$ cat config.mk
export PLATFORM = sky130hd
export DESIGN_NAME = controlador_rodadas
export DESIGN_NICKNAME = d
export VERILOG_FILES = /design/src/rtl/controlador_rodadas.sv
export SDC_FILE = /design/constraint.sdc
export NUM_CORES = 1
export LEC_CHECK = 0
export CAP_MARGIN = 20
export CORE_UTILIZATION = 54
export DETAILED_ROUTE_END_ITERATION = 10
export GPL_ROUTABILITY_DRIVEN = 0
export PLACE_DENSITY = 0.8
export REMOVE_ABC_BUFFERS = 1
export SKIP_CTS_REPAIR_TIMING = 1
export SYNTH_ARGS = -nofsm -noshare
export SYNTH_HDL_FRONTEND = slang
export SYNTH_SLANG_ARGS = --single-unit
export TNS_END_PERCENT = 30
$ cat constraint.sdc
create_clock -name clock -period 2.2 [get_ports clock]
set_input_delay 0.33 -clock clock [delete_from_list [all_inputs] [get_ports clock]]
set_output_delay 0.33 -clock clock [all_outputs]
set_load 0.01 [all_outputs]
$ cat src/rtl/controlador_rodadas.sv
// controlador_rodadas: round sequencer for the range-measurement game.
// It paces medir pulses to medidor_faixa, programs the BCD window for each
// round, scores every measurement (a timeout is scored as a miss) and
// decides win or loss. All outputs come straight from registers.
module controlador_rodadas #(
    parameter int N_RODADAS   = 4,
    parameter int ACERTOS_REQ = 3,
    parameter int MAX_ERROS   = 5,
    parameter int TIMEOUT     = 3_000_000,
    parameter int INTERVALO   = 5_000_000
) (
    input  logic        clock,
    input  logic        reset,
    input  logic        iniciar,
    input  logic        medida_pronta,
    input  logic        dentro,
    output logic        medir,
    output logic [11:0] upperL,
    output logic [11:0] lowerL,
    output logic [2:0]  rodada,
    output logic [2:0]  consecutivos,
    output logic [3:0]  erros,
    output logic        fim,
    output logic        ganhou,
    output logic [3:0]  db_estado
);

    // One shared cycle counter serves both the measurement timeout and the
    // idle interval, so it is sized for the larger of the two.
    localparam int CNT_MAX = (TIMEOUT > INTERVALO) ? TIMEOUT : INTERVALO;
    localparam int CNT_W   = (CNT_MAX < 2) ? 1 : $clog2(CNT_MAX + 1);

    localparam logic [CNT_W-1:0] TMO_FIM     = CNT_W'(TIMEOUT - 1);
    localparam logic [CNT_W-1:0] INT_FIM     = CNT_W'(INTERVALO - 1);
    localparam logic [2:0]       ULTIMA      = 3'(N_RODADAS - 1);
    localparam logic [2:0]       ACERTOS_LIM = 3'(ACERTOS_REQ);
    localparam logic [3:0]       ERROS_LIM   = 4'(MAX_ERROS);

    typedef enum logic [2:0] {
        INICIAL   = 3'd0,
        PREPARA   = 3'd1,
        MEDE      = 3'd2,
        ESPERA    = 3'd3,
        AVALIA    = 3'd4,
        INTERVALO_E = 3'd5,
        PROXIMA   = 3'd6,
        FIM       = 3'd7
    } estado_t;

    estado_t          estado_q, estado_d;
    logic [CNT_W-1:0] cnt_q, cnt_d;
    logic [2:0]       rodada_q, rodada_d;
    logic [2:0]       consec_q, consec_d;
    logic [3:0]       erros_q, erros_d;
    logic             ganhou_q, ganhou_d;
    logic             dentro_q, dentro_d;
    logic [11:0]      upper_q, upper_d;
    logic [11:0]      lower_q, lower_d;
    logic             medir_q, medir_d;
    logic             fim_q, fim_d;
    logic [3:0]       erros_inc;
    logic [2:0]       consec_inc;

    // Miss counter increments but holds at MAX_ERROS instead of wrapping.
    function automatic logic [3:0] erros_sat(input logic [3:0] e);
        if (e >= ERROS_LIM) begin
            return ERROS_LIM;
        end
        return e + 4'd1;
    endfunction

    // BCD window limit for round r: tens digit is base + r, units and
    // hundreds are zero (10 + 10*r for the lower, 20 + 10*r for the upper).
    function automatic logic [11:0] janela(input logic [2:0] r, input logic [3:0] base);
        return {4'h0, base + {1'b0, r}, 4'h0};
    endfunction

    assign erros_inc  = erros_sat(erros_q);
    assign consec_inc = consec_q + 3'd1;

    // Next-state and datapath update for the round sequencer.
    always_comb begin
        estado_d = estado_q;
        cnt_d    = cnt_q;
        rodada_d = rodada_q;
        consec_d = consec_q;
        erros_d  = erros_q;
        ganhou_d = ganhou_q;
        dentro_d = dentro_q;
        upper_d  = upper_q;
        lower_d  = lower_q;

        case (estado_q)
            INICIAL: begin
                if (iniciar) begin
                    rodada_d = 3'd0;
                    consec_d = 3'd0;
                    erros_d  = 4'd0;
                    ganhou_d = 1'b0;
                    estado_d = PREPARA;
                end
            end
            PREPARA: begin
                lower_d  = janela(rodada_q, 4'd1);
                upper_d  = janela(rodada_q, 4'd2);
                consec_d = 3'd0;
                estado_d = MEDE;
            end
            MEDE: begin
                cnt_d    = '0;
                estado_d = ESPERA;
            end
            ESPERA: begin
                // A completed measurement beats a simultaneous timeout.
                if (medida_pronta) begin
                    dentro_d = dentro;
                    estado_d = AVALIA;
                end else if (cnt_q == TMO_FIM) begin
                    dentro_d = 1'b0;
                    estado_d = AVALIA;
                end else begin
                    cnt_d = cnt_q + 1'b1;
                end
            end
            AVALIA: begin
                cnt_d = '0;
                if (dentro_q) begin
                    consec_d = consec_inc;
                    estado_d = (consec_inc == ACERTOS_LIM) ? PROXIMA : INTERVALO_E;
                end else begin
                    consec_d = 3'd0;
                    erros_d  = erros_inc;
                    if (erros_inc == ERROS_LIM) begin
                        ganhou_d = 1'b0;
                        estado_d = FIM;
                    end else begin
                        estado_d = INTERVALO_E;
                    end
                end
            end
            INTERVALO_E: begin
                if (cnt_q == INT_FIM) begin
                    estado_d = MEDE;
                end else begin
                    cnt_d = cnt_q + 1'b1;
                end
            end
            PROXIMA: begin
                if (rodada_q == ULTIMA) begin
                    ganhou_d = 1'b1;
                    estado_d = FIM;
                end else begin
                    rodada_d = rodada_q + 3'd1;
                    estado_d = PREPARA;
                end
            end
            FIM: begin
                if (iniciar) begin
                    erros_d  = 4'd0;
                    ganhou_d = 1'b0;
                    rodada_d = 3'd0;
                    estado_d = PREPARA;
                end
            end
            default: begin
                estado_d = INICIAL;
            end
        endcase

        // Pulse-style outputs are registered from the state being entered.
        medir_d = (estado_d == MEDE);
        fim_d   = (estado_d == FIM);
    end

    // State and datapath registers with asynchronous active-low reset.
    always_ff @(posedge clock or negedge reset) begin
        if (!reset) begin
            estado_q <= INICIAL;
            cnt_q    <= '0;
            rodada_q <= 3'd0;
            consec_q <= 3'd0;
            erros_q  <= 4'd0;
            ganhou_q <= 1'b0;
            dentro_q <= 1'b0;
            upper_q  <= 12'h020;
            lower_q  <= 12'h010;
            medir_q  <= 1'b0;
            fim_q    <= 1'b0;
        end else begin
            estado_q <= estado_d;
            cnt_q    <= cnt_d;
            rodada_q <= rodada_d;
            consec_q <= consec_d;
            erros_q  <= erros_d;
            ganhou_q <= ganhou_d;
            dentro_q <= dentro_d;
            upper_q  <= upper_d;
            lower_q  <= lower_d;
            medir_q  <= medir_d;
            fim_q    <= fim_d;
        end
    end

    assign medir        = medir_q;
    assign upperL       = upper_q;
    assign lowerL       = lower_q;
    assign rodada       = rodada_q;
    assign consecutivos = consec_q;
    assign erros        = erros_q;
    assign fim          = fim_q;
    assign ganhou       = ganhou_q;
    assign db_estado    = {1'b0, estado_q};

endmodule

==> results_dict.tcl, run 1 <==
set metrics [dict create \
    synth_edf_count 0 \
    rsz0062_at_grt "false" \
    power_density_nw_per_um2 1082 \
    postSynth.asyncResetShare_pct 100.0 \
    critical_path_buf_inv_count 0 \
    reg2reg_setup_slack_ns 0.18 \
    clock_latency_ns 0.31 \
    worst_ep_required_time_ns 2.45 \
    antenna-diode-count 0 \
    finalMaxSlewViolations 0 \
    hold_violations 0 \
    port_buffers 28 \
    antenna_found_initial 0 \
    numCtsBuffers 5 \
    synth_warnings 0 \
    wl_per_cell_um 15.07 \
    finalSetupViolations 0 \
    core_um2 5205 \
    start_kind "register" \
    rows 26 \
    die_area_um2 5778 \
    syn_avg_cell_area_um2 9.272 \
    vdd_drop_max_mv 0.4702 \
    n_fill_cell 453 \
    outcome "finished clean" \
    worstSetupPathType "reg2reg" \
    hpwl_mm 4.406 \
    period_needed_ns 2.019 \
    initial_core_util_pct 56.83 \
    endpoint_kind "register" \
    cp_slowest_cell "dfrtp_1" \
    ff2ff_path_depth 6 \
    grt_pass1_vias 2365 \
    whs_ns 0.1078 \
    fin_worst_skew_ns 0.009509 \
    ios 46 \
    clkTransAtPathRegs_ns 0.10 \
    worst_path_most_repeated_cell "ha_1" \
    die_w_um 76.01 \
    drive_gt1_share_pct 10.92 \
    final_core_util_pct 64.74 \
    worst_slack_ns 0.1815 \
    min_period_over_period_pct 91.75 \
    drt-initial-drc-count 116 \
    grt_max_degree 49 \
    htreeDepth 2 \
    worstReg2RegStart "rodada[1]" \
    viasPerCell 5.897 \
    overflow 0 \
    synth_cell_types 62 \
    nets 361 \
    p_leak_uw 0.001442 \
    drc_errors 0 \
    synth-seq-cells 48 \
    grt_usage_pct 23.19 \
    via_count 2465 \
    total_power_uw 3646 \
    reg2reg_to "rodada[2]" \
    ys_seq_area_share_pct 40.69 \
    crit_arrival_ns 2.27 \
    die_h_um 76.01 \
    grt_first_pass_wirelength_mm 10.86 \
    slowest_delay_ns 0.45 \
    dp_slack_ns -0.1146 \
    clockBufferDepth 2 \
    clkSinkCount 48 \
    path_cells "ha_1, ha_1, o21ai_0, a32oi_2, a2111oi_2, a21o_1" \
    multiInputGateArea_um2 1572 \
    maxCapViolCount 0 \
    path_delay_family "compound AO/OA/AOI/OAI gates" \
    synth_flop_cell "dfrtp_1" \
    final-seq-area_um2 1204 \
    area_delta_synth_final_pct 13.92 \
    slew_headroom_pct 59.91 \
    detail_route.first_pass.iterations 4 \
    hold_path_class "in2async" \
    fmax_mhz 495.4 \
    critPathMaxFanout 6 \
    synth_cells 319 \
    wl_mm 6.301 \
    cts_root_buf "clkbuf_8" \
    worstMarginPinSlew_ns 0.6013 \
    syn-cell-area_um2 2958 \
    cts_tree "done" \
    ant_nets 0 \
]
-- synth_stat cells, types with 5 or more instances --
| master | instances | share of area, % |
|---|---|---|
| ha_1 | 9 | 3.8 |
| dfrtp_1 | 46 | 39 |
| nand2b_1 | 9 | 1.9 |
| a21oi_1 | 10 | 1.7 |
| a32o_1 | 5 | 1.7 |
| a31oi_1 | 6 | 1.3 |
| nand2_1 | 31 | 3.9 |
| nor2_1 | 21 | 2.7 |
| nor4b_1 | 5 | 1.5 |
| or4_1 | 5 | 1.3 |
| nor4_1 | 9 | 1.9 |
| o21ai_0 | 14 | 2.4 |
| clkbuf_1 | 11 | 1.4 |
| nand4_1 | 7 | 1.5 |
| nand3_1 | 7 | 1.2 |
| buf_4 | 17 | 4.3 |
| inv_1 | 11 | 1.4 |
| xnor2_1 | 11 | 3.3 |
| nor3_1 | 8 | 1.4 |
-- state kept, by name, indices dropped and copies added, names as in the netlist --
| signal | flops |
|---|---|
| cnt_q | 23 |
| erros | 4 |
| lowerL | 4 |
| upperL | 4 |
| consecutivos | 3 |
| estado_q | 3 |
| rodada | 3 |
| dentro_q | 1 |
| fim | 1 |
| ganhou | 1 |
| medir | 1 |
-- cells by family (layout without fill, tap and decap cells) --
| logic type | Yosys count | after routing | share of synthesized area, % |
|---|---|---|---|
| simple gates | 126 | 126 | 23.94 |
| compound gates | 70 | 70 | 16.71 |
| flops | 48 | 48 | 40.69 |
| buf+inv | 46 | 59 | 8.672 |
| xor+xnor | 13 | 13 | 3.849 |
| fa+ha+maj | 9 | 9 | 3.807 |
| mux | 6 | 6 | 2.200 |
| other cells | 1 | 17 | 0.1268 |
-- worst max path at each step --
| stage | from | end | slack, ns | depth (start not counted) |
|---|---|---|---|---|
| global route | cnt_q[14] | cnt_q[5] | 0.05 | 5 |
| floorplan | estado_q[1] | cnt_q[13] | 0.15 | 5 |
| detailed placement | medida_pronta | cnt_q[13] | -0.11 | 6 |
| global placement | medida_pronta | cnt_q[21] | -0.1 | 6 |
| CTS | rodada[1] | rodada[2] | -0.01 | 6 |
| finish | rodada[1] | rodada[2] | 0.18 | 6 |
-- layout by cell type, fill, tap and decap left out, types with 10 or more instances in the layout --
cell type | Yosys | routed
dfrtp_1 | 46 | 46
nand2_1 | 31 | 31
clkdlybuf4s50_1 | 0 | 27
nor2_1 | 21 | 21
conb_1 | 1 | 17
o21ai_0 | 14 | 14
inv_1 | 11 | 11
xnor2_1 | 11 | 11
buf_4 | 17 | 11
a21oi_1 | 10 | 10
-- power breakdown --
part | total (uW) | switching [uW] | leakage [uW] | internal (uW)
logic | 1820 | 1010 | 0.000762 | 808
clock network | 538 | 313 | 0.0000404 | 225
registers | 1290 | 191 | 0.000639 | 1100
total | 3650 | 1510 | 0.00144 | 2130
-- layout make-up --
| cell class | instances | area share, % |
|---|---|---|
| multi-input cells | 241 | 46.64 |
| flip-flops and latches | 48 | 35.72 |
| repair buffers | 40 | 11.07 |
| well taps | 70 | 2.599 |
| clock buffers | 5 | 2.042 |
| inverters | 11 | 1.225 |
| clock inverters | 3 | 0.7055 |
-- worst register-to-register path, stage by stage (launching register included) --
cell and delay, ns:
dfrtp_1 0.45, ha_1 0.21, ha_1 0.20, o21ai_0 0.31, a32oi_2 0.24, a2111oi_2 0.43, a21o_1 0.13
-- per-layer routing --
layer	part of all wire (%)	track usage [%]	wire [um]
met1	44	29.13	2801
met2	50	40.55	3136
met3	4.3	4.192	274
met4	1.4	7.308	88
met5	0	0	0
-- stage by stage --
stage	area (um^2)	setup TNS (ns)	cells
floorplan	2803	0	300
global placement	3248	-1.257	409
detailed placement	3248	-1.426	409
CTS	3341	-0.01459	417
global route	3369	0	418
finish	3369	0	418
Note: power is estimated with default switching activity, not from simulation.
==> run 2: changes to the inputs <==
CORE_UTILIZATION = 30   (was 54)
PLACE_DENSITY = default   (was 0.8)
==> results_dict.tcl, run 2 (same netlist as run 1, synthesis figures left out) <==
set metrics [dict create \
    hold_path_class "in2async" \
    path_cells "ha_1, and3_2, and4_4, o211a_2, or4_1, a21oi_1" \
    htreeDepth 2 \
    hpwl_mm 4.670 \
    cts_root_buf "clkbuf_8" \
    largest_reg_flops 23 \
    largest-register "cnt_q" \
    hold_violations 0 \
    worstSetupPathType "reg2reg" \
    vdd_drop_max_mv 0.4290 \
    detail_route.first_pass.iterations 4 \
    rsz0062_at_grt "false" \
    grt_pass1_vias 2268 \
    die_area_um2 10260 \
    outcome "finished clean" \
    clockBufferDepth 2 \
    fin_worst_skew_ns 0.01299 \
    die_w_um 101.3 \
    worstMarginPinSlew_ns 0.9608 \
    grt_max_degree 33 \
    final_common_cell "dfrtp_1" \
    dp_slack_ns -0.03148 \
    p_switching_uw 1483 \
    port_buffers 28 \
    finalSetupViolations 0 \
    combPwrFrac_pct 46.3 \
    min_period_over_period_pct 90.68 \
    clkSinkCount 48 \
    fmax_mhz 501.2 \
    p_int_uw 2339 \
    start_kind "register" \
    final_core_util_pct 36.90 \
    antenna-diode-count 0 \
    worst_slack_ns 0.2050 \
    via_count 2418 \
    clock_latency_ns 0.30 \
    overflow 0 \
    wl_per_cell_um 13.60 \
    worst_ep_required_time_ns 2.42 \
    numCtsBuffers 5 \
    wl_mm 6.500 \
    area_delta_synth_final_pct 17.47 \
    seqPwrFrac_pct 33.4 \
    slew_headroom_pct 35.57 \
    viasPerCell 5.059 \
    core_um2 9415 \
    initial_core_util_pct 31.42 \
    ios 46 \
    path_delay_family "simple AND/OR/NAND/NOR gates" \
    die_h_um 101.3 \
    endpoint_kind "register" \
    grt_usage_pct 13.38 \
    finalMaxSlewViolations 0 \
    fin_area_um2 3475 \
    slowest_delay_ns 0.48 \
    clkTransAtPathRegs_ns 0.10 \
    critical_path_buf_inv_count 0 \
    power_density_nw_per_um2 1100 \
    ant_nets 0 \
    final.setup.tns_ns 0 \
    maxCapViolCount 0 \
    rows 35 \
    antenna_found_initial 0 \
    drive_gt1_share_pct 10.60 \
    drc_errors 0 \
    post_dp_cell_area_um2 3337 \
    nets 362 \
    mostFrequentLayoutCells "dfrtp_1, nand2_1, clkdlybuf4s50_1" \
    p_leak_uw 0.001469 \
    switching_share_pct 38.79 \
    grt_first_pass_wirelength_mm 10.95 \
    drt-initial-drc-count 116 \
    cp_slowest_cell "or4_1" \
    period_needed_ns 1.995 \
    crit_arrival_ns 2.22 \
    clkPwrFrac_pct 20.2 \
    cts_tree "done" \
    critPathMaxFanout 13 \
]
==> run 2: worst paths after layout <==
path	slack, ns	cells past startpoint	start	end
worst min-delay path	0.08	1	reset	fim
worst max register to register	0.20	6	cnt_q[0]	cnt_q[3]
worst min register to register	0.48	2	upperL[5]	upperL[5]
max in group asynchronous	1.46	2	reset	cnt_q[19]
worst max-delay path	0.20	6	cnt_q[0]	cnt_q[3]
min in group clock	0.48	2	upperL[5]	upperL[5]
==> run 2: metrics by stage <==
step / std cells / power (uW) / hold WS (ns)
floorplan: 300 / 2298 / 0.03441
global placement: 470 / 3052 / 0.4431
detailed placement: 470 / 3080 / 0.4410
CTS: 478 / 3868 / 0.1031
global route: 478 / 4129 / 0.1301
finish: 478 / 3822 / 0.08300
==> run 2: area by class of cell <==
type / instances / area, um^2
Timing Repair Buffer: 41 / 372.9
Multi-Input combinational cell: 241 / 1558
Tap cell: 129 / 161.4
Sequential cell: 48 / 1204
Inverter: 11 / 41.29
Clock inverter: 3 / 68.82
Fill cell: 968 / 5941
Clock buffer: 5 / 68.82
==> run 2: power groups by stage <==
| stage | logic [uW] | clock network, uW | registers [uW] |
|---|---|---|---|
| floorplan | 872 | 0 | 1430 |
| global placement | 1760 | 0 | 1290 |
| detailed placement | 1780 | 0 | 1300 |
| CTS | 1780 | 798 | 1280 |
| global route | 1990 | 823 | 1310 |
| finish | 1770 | 773 | 1280 |
==> run 2: metal layers <==
layer  global-route usage [%]  wire length (um)  vias to the layer above
li1                         -                 -                     1191
met1                    18.19              3138                     1163
met2                    21.82              3082                       59
met3                    2.553               234                        5
met4                    3.456                46                        0
met5                        0                 0                        -
==> run 3: changes to the inputs <==
ABC_AREA = 0   (was default)
clock period = 2.3 ns   (was 2.2 ns; I/O delays follow)
==> results_dict.tcl, run 3 (same netlist as run 1, synthesis figures left out) <==
set metrics [dict create \
    clock_latency_ns 0.30 \
    n_fill_cell 963 \
    htreeDepth 2 \
    hpwl_mm 4.566 \
    fmax_mhz 500.3 \
    outcome "finished with violations" \
    largest_reg_flops 23 \
    cts_root_buf "clkbuf_8" \
    port_buffers 28 \
    mostFrequentLayoutCells "dfrtp_1, nand2_1, clkdlybuf4s50_1" \
    cts_tree "done" \
    path_cells "ha_1, and3_2, and4_4, o211a_2, or4_1, a21oi_1" \
    via_count 2423 \
    drt-initial-drc-count 138 \
    ff2ff_path_depth 6 \
    fin_area_um2 3480 \
    detail_route.first_pass.iterations 4 \
    p_leak_uw 0.001470 \
    total_power_uw 3667 \
    overflow 0 \
    drive_gt1_share_pct 10.34 \
    worstReg2RegStart "cnt_q[0]" \
    whs_ns -0.006667 \
    rows 35 \
    ios 46 \
    antenna-diode-count 0 \
    grt_pass1_vias 2279 \
    wl_per_cell_um 13.26 \
    clockBufferDepth 2 \
    area_delta_synth_final_pct 17.64 \
    ant_nets 0 \
    min_period_over_period_pct 86.90 \
    drc_errors 0 \
    maxCapViolCount 0 \
    period_needed_ns 1.999 \
    grt_first_pass_wirelength_mm 10.84 \
    finalSetupViolations 0 \
    violations "negative hold slack" \
    grt_usage_pct 13.10 \
    viasPerCell 5.080 \
    antenna_found_initial 0 \
    final.setup.tns_ns 0 \
    rsz0062_at_grt "false" \
    largest-register "cnt_q" \
    fin_worst_skew_ns 0.01207 \
    hold_path_class "in2async" \
    hold_violations 12 \
    start_kind "register" \
    die_area_um2 10260 \
    reg2reg_to "cnt_q[3]" \
    final_core_util_pct 36.96 \
    final-seq-area_um2 1204 \
    die_h_um 101.3 \
    path_delay_family "simple AND/OR/NAND/NOR gates" \
    finalMaxSlewViolations 0 \
    worstSetupPathType "reg2reg" \
    post_dp_cell_area_um2 3342 \
    crit_arrival_ns 2.22 \
    wl_mm 6.323 \
    final_common_cell "dfrtp_1" \
    die_w_um 101.3 \
    core_um2 9415 \
    critPathMaxFanout 13 \
    clkSinkCount 48 \
    grt_max_degree 29 \
    slowest_delay_ns 0.49 \
    power_density_nw_per_um2 1054 \
    endpoint_kind "register" \
    clkTransAtPathRegs_ns 0.10 \
    worst_ep_required_time_ns 2.52 \
    numCtsBuffers 5 \
    vdd_drop_max_mv 0.4656 \
    initial_core_util_pct 31.42 \
    cp_slowest_cell "or4_1" \
    reg2reg_setup_slack_ns 0.30 \
    multiInputGateArea_um2 1558 \
    critical_path_buf_inv_count 0 \
    nets 361 \
]
-- run 3: per-layer routing --
metal / vias up / track usage, % / part of all wire [%]
met4: 0 / 3.456 / 1.0
li1: 1192 / - / -
met2: 70 / 21.56 / 47
met1: 1153 / 17.74 / 48
met5: - / 0 / 0
met3: 8 / 2.346 / 4.7
-- run 3: report_power, final --
group          internal, uW  switching [uW]
Sequential             1050             169
Clock                   438             298
Combinational           764             946
Total                  2250            1410
-- run 3: worst max path at each step --
stage                        from   endpoint  slack, ns  cells after the start
finish                   cnt_q[0]   cnt_q[3]       0.30                      6
detailed placement  medida_pronta  cnt_q[20]       0.17                      7
floorplan             estado_q[1]  cnt_q[13]       0.25                      5
CTS                      cnt_q[0]   cnt_q[3]       0.29                      6
global route            rodada[1]  rodada[2]       0.17                      6
global placement    medida_pronta  cnt_q[20]       0.21                      7
-- run 3: per-stage QoR --
stage | worst slack (ns) | std cells
2_1_floorplan | 0.2527 | 300
3_3_place_gp | 0.2088 | 469
5_1_grt | 0.1656 | 477
4_1_cts | 0.2915 | 477
3_5_place_dp | 0.1712 | 469
6_report | 0.3012 | 477
-- run 3: worst register-to-register path: cells and delay by family (launching register included) --
| kind | cells | cell delay, ns |
|---|---|---|
| AND/OR/NAND/NOR | 3 | 0.89 |
| flip-flops | 1 | 0.42 |
| AO/OA/AOI/OAI | 2 | 0.36 |
| adder cells (fa/ha/maj) | 1 | 0.25 |
-- run 3: cell type report --
class / instances / share of cell area [%]
tap: 129 / 4.639
clock buffer: 5 / 1.978
timing repair buffer: 40 / 10.86
sequential: 48 / 34.59
clock inverter: 3 / 1.978
multi-input combinational: 241 / 44.77
inverter: 11 / 1.187
